$ cat src/rtl/pc_pkg.sv
// pc_pkg: shared PC-source encoding and parameter defaults for the program-counter unit
package pc_pkg;
  typedef enum logic [2:0] {SRC_SEQ, SRC_BR, SRC_CALL, SRC_RET, SRC_TRAP} pc_src_t;
  localparam int PC_ADDR_W    = 16;
  localparam int PC_STEP      = 1;
  localparam int PC_RESET_VEC = 0;
  localparam int PC_TRAP_VEC  = 16'h0004;
  localparam int PC_RAS_DEPTH = 4;
endpackage

$ cat src/rtl/ras_stack.sv
// ras_stack: circular return-address stack; a push when full overwrites the oldest entry
module ras_stack
  import pc_pkg::*;
#(
  parameter int DEPTH = PC_RAS_DEPTH,
  parameter int W     = PC_ADDR_W,
  localparam int CW   = $clog2(DEPTH + 1),
  localparam int PW   = $clog2(DEPTH)
) (
  input  logic          clk,
  input  logic          rst_n,
  input  logic          push,
  input  logic          pop,
  input  logic [W-1:0]  push_data,
  output logic [W-1:0]  top,
  output logic [CW-1:0] count,
  output logic          ovf,
  output logic          unf
);
  localparam logic [PW-1:0] LAST = PW'(DEPTH - 1);
  localparam logic [CW-1:0] FULL = CW'(DEPTH);
  logic [W-1:0]  mem_q [DEPTH];
  logic [PW-1:0] ptr_q, ptr_d, ptr_inc, ptr_dec;
  logic [CW-1:0] cnt_q, cnt_d;
  logic          ovf_q, ovf_d, unf_q, unf_d, empty, full;
  // ptr_q is the next write slot, so the top entry sits one slot behind it
  always_comb begin
    ptr_inc = (ptr_q == LAST) ? '0 : ptr_q + 1'b1;
    ptr_dec = (ptr_q == '0) ? LAST : ptr_q - 1'b1;
    empty   = (cnt_q == '0);
    full    = (cnt_q == FULL);
    ptr_d   = push ? ptr_inc : (pop && !empty) ? ptr_dec : ptr_q;
    cnt_d   = push ? (full ? cnt_q : cnt_q + 1'b1) : (pop && !empty) ? cnt_q - 1'b1 : cnt_q;
    ovf_d   = ovf_q | (push & full);
    unf_d   = unf_q | (pop & empty);
  end
  always_ff @(posedge clk or negedge rst_n)
    if (!rst_n) begin
      ptr_q <= '0;
      cnt_q <= '0;
      ovf_q <= 1'b0;
      unf_q <= 1'b0;
    end else begin
      ptr_q <= ptr_d;
      cnt_q <= cnt_d;
      ovf_q <= ovf_d;
      unf_q <= unf_d;
    end
  always_ff @(posedge clk)
    if (push) mem_q[ptr_q] <= push_data;
  assign top   = mem_q[ptr_dec];
  assign count = cnt_q;
  assign ovf   = ovf_q;
  assign unf   = unf_q;
endmodule

$ cat src/rtl/pc_unit.sv
// pc_unit: program counter with priority next-address mux (trap > ret > call > redirect > seq)
module pc_unit
  import pc_pkg::*;
#(
  parameter int ADDR_W    = PC_ADDR_W,
  parameter int STEP      = PC_STEP,
  parameter int RESET_VEC = PC_RESET_VEC,
  parameter int TRAP_VEC  = PC_TRAP_VEC,
  parameter int RAS_DEPTH = PC_RAS_DEPTH
) (
  input  logic                           CLK,
  input  logic                           RESET,
  input  logic                           pc_we,
  input  logic                           redirect,
  input  logic                           call,
  input  logic                           ret,
  input  logic                           trap,
  input  logic [ADDR_W-1:0]              target,
  output logic [ADDR_W-1:0]              currentAddress,
  output logic [$clog2(RAS_DEPTH+1)-1:0] ras_count,
  output logic                           ras_ovf,
  output logic                           ras_unf
);
  localparam logic [ADDR_W-1:0] RESET_PC = ADDR_W'(RESET_VEC);
  localparam logic [ADDR_W-1:0] TRAP_PC  = ADDR_W'(TRAP_VEC);
  pc_src_t           src;
  logic [ADDR_W-1:0] pc_q, pc_d, pc_inc, ras_top;
  logic              push, pop;
  // trap overrides a stall; every other source only acts when pc_we is high
  always_comb begin
    src    = trap ? SRC_TRAP : ret ? SRC_RET : call ? SRC_CALL : redirect ? SRC_BR : SRC_SEQ;
    pc_inc = pc_q + ADDR_W'(STEP);
    push   = pc_we && (src == SRC_CALL);
    pop    = pc_we && (src == SRC_RET);
    pc_d   = !(trap || pc_we) ? pc_q :
             (src == SRC_TRAP) ? TRAP_PC :
             (src == SRC_RET) ? ((ras_count != '0) ? ras_top : pc_inc) :
             (src == SRC_CALL || src == SRC_BR) ? target : pc_inc;
  end
  always_ff @(posedge CLK or negedge RESET)
    if (!RESET) pc_q <= RESET_PC;
    else        pc_q <= pc_d;
  ras_stack #(.DEPTH(RAS_DEPTH), .W(ADDR_W)) u_ras (
    .clk       (CLK),
    .rst_n     (RESET),
    .push      (push),
    .pop       (pop),
    .push_data (pc_inc),
    .top       (ras_top),
    .count     (ras_count),
    .ovf       (ras_ovf),
    .unf       (ras_unf)
  );
  assign currentAddress = pc_q;
endmodule

$ cat config.mk
export PLATFORM = sky130hd
export DESIGN_NAME = pc_unit
export DESIGN_NICKNAME = d
export VERILOG_FILES = /design/src/rtl/pc_pkg.sv /design/src/rtl/ras_stack.sv /design/src/rtl/pc_unit.sv
export SDC_FILE = /design/constraint.sdc
export NUM_CORES = 1
export LEC_CHECK = 0
export ABC_AREA = 1
export CORE_UTILIZATION = 55
export DETAILED_ROUTE_END_ITERATION = 6
export PLACE_DENSITY = 0.82
export REMOVE_ABC_BUFFERS = 1
export SETUP_SLACK_MARGIN = 0.3
export SLEW_MARGIN = 20
export SYNTH_ARGS = -nofsm -noshare
export SYNTH_HDL_FRONTEND = slang
export SYNTH_SLANG_ARGS = --single-unit
$ cat constraint.sdc
create_clock -name CLK -period 5.8 [get_ports CLK]
set_input_delay 0.87 -clock CLK [delete_from_list [all_inputs] [get_ports CLK]]
set_output_delay 0.87 -clock CLK [all_outputs]
set_load 0.1 [all_outputs]
==> metrics.csv <==
metric,value,unit
status,finished clean,
crit path cell chain,clkdlybuf4s50_1,
critical path's top delay family,buffers and inverters,
DR vias,3653,
share of layout cells above drive strength 1,6.70,%
Syn Inst Count,513,
setup TNS,0,ps
core area,7850,um^2
Period minus WS final,2960,ps
die width,92.9,um
clock group share of total power,17.0,%
Port Buf Inserts,43,
wire per inst,16.4,um
Synth cell types,36,
fin. max-slew vios,0,
gr usage total,26.7,%
largest family of logic cells by synthesized area,simple AND/OR/NAND/NOR gates,
worst-skew pair later-pin latency,370,ps
routability cong.,0.904,
CTS max path bufs,2,
VDD IR-drop max,425,uV
"CTS clk-pin slew, worst paths",80,ps
FMAX,338,MHz
power share of the combinational group,48.8,%
"Seq/Total Area, Yosys",55.0,%
post-route clock period utilization,51.0,%
critical path data required time,4930,ps
"commonest non-fill, non-tap cell in the layout",nand2_1,
placed insts,639,
XOR/XNOR Fraction of Synth Area,1.87,%
max cap viols,0,
Adder-Cell Fraction of Synth Area,1.65,%
Critical Path Max Stage Delay,1190,ps
CP endpoint kind,output port,
initial cell density of the core,57.9,%
io pins,44,
Hold Buf Count CTS,0,
CTS tree,built,
grt total ovfl,0,
post-DR vias/cell,5.59,
most frequent cells in the layout,"182 x nand2_1, 86 x nand3_1, 64 x edfxtp_1, 50 x inv_1, 42 x clkdlybuf4s50_1",
Final Setup Violations,0,
largest net degree at the start of global routing,32,
clk sinks,87,
slew margin rel.,31.2,%
Final Hold Viols,0,
global-route wire length before repair,17100,um
Synth Area in Compound Gates,4.49,%
clock root buffer,clkbuf_8,
die area,8630,um^2
Power Total,2.41,mW
Synth Area in Simple Gates,29.4,%
Pint,1.26,mW
Die Y,92.9,um
Routed Antenna Nets,0,
Post-route DRC,0,
slowest CP cell,clkdlybuf4s50_1,
leakage power,2.20,nW
CTS H-tree lvls,3,
Hold Crit Class,primary input to asynchronous set/reset pin,
gr busiest metal,met1,
sw frac,47.9,%
nets,577,
Num CTS Buffers,9,
Switch Pwr,1.16,mW
initial antenna violation count,0,
Worst-Margin Slew,1030,ps
RSZ-0062 raised after global routing,no,
#FFs+latches synth,87,
vias in the first global route,3377,
Final WS setup,2840,ps
Area growth syn-to-layout,13.7,%
Max Fanout on Critical Path,8,
proportion of synthesized area in mux cells,0.248,%
Routed WL,10700,um
met2 Usage GRT,39.0,%
met3 usage,4.43,%
1st-iter DRT viols,260,
Final Skew,4.41,ps
n_diodes,0,
Post-Syn Area per Cell,8.85,um^2
Detail Placement HPWL,7430,um
Ys Warns,0,
Setup Buffers After CTS,0,
Flop pwr share,34.2,%
standard-cell rows,32,
Place WS,2450,ps
pwr/cell area,468,nW/um^2
"Cell Area, Synth",4540,um^2
worst path bufs/invs,1,
critical path startpoint category,register,
asr flop ratio synth,26.4,%
GR Util met1,39.3,%
CP arrival,2090,ps
post-cts gate resize count,0,
drt first pass iters,6,
number of flops mapped to enable cells by yosys,64,
critical path type,register to output port,
top_reg_cell synth,edfxtp_1,
hold_ws,475,ps
fin cells,654,
## per-stage QoR
stage	util (%)	cell area [um^2]
after CTS	65.8	5160
after floorplan	-	4410
final	65.8	5160
after detailed placement	63.5	4990
after global routing	65.8	5160
after global placement	63.5	4980
## power by group through the flow
stage	combinational (mW)	clock (mW)	sequential (mW)
floorplan	0.546	0	1.10
global placement	1.13	0	0.836
detailed placement	1.15	0	0.838
CTS	1.16	0.408	0.825
global route	1.26	0.439	0.835
finish	1.18	0.410	0.826
## registers in the layout, indices dropped and copies added, names as in the netlist
signal          count
currentAddress     16
u_ras.unf           1
u_ras.count         3
u_ras.ovf           1
u_ras.mem_q        64
u_ras.ptr_q         2
## layout make-up
type | count | area [um^2]
inverter | 54 | 203
sequential | 87 | 2500
clock buffer | 11 | 131
clock inverter | 4 | 47.5
fill | 648 | 2690
timing repair buffer | 45 | 440
multi-input combinational | 351 | 1720
tap | 102 | 128
## cells in the mapped netlist, drive strengths merged (2+ instances only)
library cell,number,area [um^2]
edfxtp,64,1920
and2,3,18.8
a21oi,7,35.0
ha,6,75.1
nor2,23,126
xor2,6,67.6
o21bai,3,26.3
dfrtp,23,576
a31oi,2,12.5
buf,20,128
nand3,88,458
nand4,6,37.5
o21ai,11,62.6
nand2,183,689
xnor2,2,17.5
inv,53,199
o211ai,6,45.0
## path summary, 6_finish.rpt
path                              startpoint                  to  slack (ps)  cells past startpoint
setup reg to reg              u_ras.ptr_q[0]  currentAddress[14]        2920                     11
min in group CLK                   u_ras.ovf           u_ras.ovf         490                      1
hold reg to reg                    u_ras.ovf           u_ras.ovf         490                      1
setup / recovery           currentAddress[0]   currentAddress[0]        2840                      1
hold / removal                         RESET      u_ras.count[0]         470                      1
max in group asynchronous              RESET   currentAddress[5]        4960                      1
## cell families after synthesis
| logic type | after synthesis |
|---|---|
| buffers and inverters | 75 |
| adder cells (fa/ha/maj) | 6 |
| flip-flops | 87 |
| XOR/XNOR | 8 |
| AND/OR/NAND/NOR | 304 |
| AO/OA/AOI/OAI | 32 |
| multiplexers | 1 |
## worst reg2reg max path, cell delays in order (launching register included)
cell and delay [ps]:
dfrtp_1 560, inv_2 130, ha_1 700, clkinv_1 590
nand3_1 290, nand3_1 130, nand2_1 100, inv_1 50
nand2_1 50, nand2_1 50, nand2_1 60, nand2_1 60
## per-layer routing
layer | part of all wire (%) | wire length (um)
met5 | 0 | 0
met4 | 2.4 | 259
met1 | 44 | 4730
met2 | 46 | 4910
met3 | 7.6 | 819
No activity file was read; power rests on OpenSTA's default activity.
==> RTL edit: new RTL, same settings <==
Register the inputs `pc_we`, `redirect`, `call`, `ret`, `trap` and `target` before use, with the module's reset. The logic sees them one clock later.
--- a/src/rtl/pc_unit.sv
+++ b/src/rtl/pc_unit.sv
@@ -25,2 +25,28 @@
   localparam logic [ADDR_W-1:0] TRAP_PC  = ADDR_W'(TRAP_VEC);
+
+  logic pc_we_q;
+  logic redirect_q;
+  logic call_q;
+  logic ret_q;
+  logic trap_q;
+  logic [ADDR_W-1:0] target_q;
+
+  always_ff @(posedge CLK or negedge RESET) begin
+    if (!RESET) begin
+      pc_we_q    <= '0;
+      redirect_q <= '0;
+      call_q     <= '0;
+      ret_q      <= '0;
+      trap_q     <= '0;
+      target_q   <= '0;
+    end else begin
+      pc_we_q    <= pc_we;
+      redirect_q <= redirect;
+      call_q     <= call;
+      ret_q      <= ret;
+      trap_q     <= trap;
+      target_q   <= target;
+    end
+  end
+
   pc_src_t           src;
@@ -30,10 +56,10 @@
   always_comb begin
-    src    = trap ? SRC_TRAP : ret ? SRC_RET : call ? SRC_CALL : redirect ? SRC_BR : SRC_SEQ;
+    src    = trap_q ? SRC_TRAP : ret_q ? SRC_RET : call_q ? SRC_CALL : redirect_q ? SRC_BR : SRC_SEQ;
     pc_inc = pc_q + ADDR_W'(STEP);
-    push   = pc_we && (src == SRC_CALL);
-    pop    = pc_we && (src == SRC_RET);
-    pc_d   = !(trap || pc_we) ? pc_q :
+    push   = pc_we_q && (src == SRC_CALL);
+    pop    = pc_we_q && (src == SRC_RET);
+    pc_d   = !(trap_q || pc_we_q) ? pc_q :
              (src == SRC_TRAP) ? TRAP_PC :
              (src == SRC_RET) ? ((ras_count != '0) ? ras_top : pc_inc) :
-             (src == SRC_CALL || src == SRC_BR) ? target : pc_inc;
+             (src == SRC_CALL || src == SRC_BR) ? target_q : pc_inc;
   end
Check against the original RTL: not equivalent (a bounded check fails within 4 cycles, from zero or initial values and one cycle with RESET low).
==> RTL edit against the original RTL <==
- register-to-register slack better by 0.09 ns
- wire length is 5.9% higher
- area after synthesis up 11%
- largest power group unchanged
- setup slack got worse by 0.017 ns
- core utilization down 1.1 points
- clock skew increased by 0.015 ns
- sequential cell count up 21
- critical path depth stayed put
- sequential share of layout area increased by 4.7 points
- worst hold slack lost 0.00097 ns
- critical path type unchanged
- design area up 10%
- total power rose by 5.3%
==> RTL edit: results (changes against the original RTL) <==
wl_met3_microns: 718  # -12%
synthMuxAreaShare: 0.00223  # -0.000249
wl_microns: 11400  # +5.9%
ir_drop_v: 0.000324  # -24%
holdWs_ns: 0.474  # -0.000971 ns
crit_arrival_ns: 2.11  # +0.02 ns
placed_cell_area_sq_mm: 0.00551  # +11%
track_usage: 0.253  # -0.0138
synthTopCellsByCount: "nand2_1 (175), nand3_1 (92), edfxtp_1 (64)"
final_nets: 592  # +2.6%
synth-adder-area-share: 0.0149  # -0.00166
vias: 3840  # +5.1%
clk_pin_slew_worst_paths_ns: 0.11  # +0.03 ns
synth-xor-area-share: 0.0169  # -0.00188
leakage_nw: 2.42  # +10%
synth_compound_area_frac: 0.0344  # -0.0105
m1WireLength_microns: 4960  # +4.9%
synth_area_per_cell_sq_um: 9.54  # +7.8%
ys_seq_area_frac: 0.599  # +0.0489
run_status: "finished clean"
layout-drive-gt1-share: 0.0757  # +0.00868
final_cells: 676  # +3.4%
grt_max_degree: 45  # +41%
rr_worst_depth: 8  # -3
setup_slack_ns: 2.82  # -0.0170 ns
met2_wirelength_microns: 5380  # +9.6%
## RTL edit: layout make-up
| type | instances | area, sq um |
|---|---|---|
| clock inverters | 6 | 57.6 |
| multi-input cells | 353 | 1750 |
| well taps | 108 | 135 |
| repair buffers | 43 | 428 |
| flip-flops and latches | 108 | 3020 |
| fillers | 676 | 3110 |
| inverters | 48 | 180 |
| clock buffers | 10 | 128 |
## RTL edit: kinds of logic (layout without fill, tap and decap cells)
group | after synthesis | count (layout)
compound gates | 29 | 29
xor+xnor | 8 | 8
fa+ha+maj | 6 | 6
buf+inv | 68 | 107
flops | 108 | 108
mux | 1 | 1
simple gates | 309 | 309
## RTL edit: power by group
part	switching [mW]	internal (mW)	leakage (nW)
sequential	0.0741	0.904	1.12
combinational	0.823	0.304	1.20
clock	0.270	0.166	0.0950
total	1.17	1.37	2.42
## RTL edit: metal layers
metal,vias to the layer above,global-route usage
met4,0,0.129
met5,-,0
met3,26,0.0336
li1,1814,-
met2,161,0.403
met1,1839,0.345
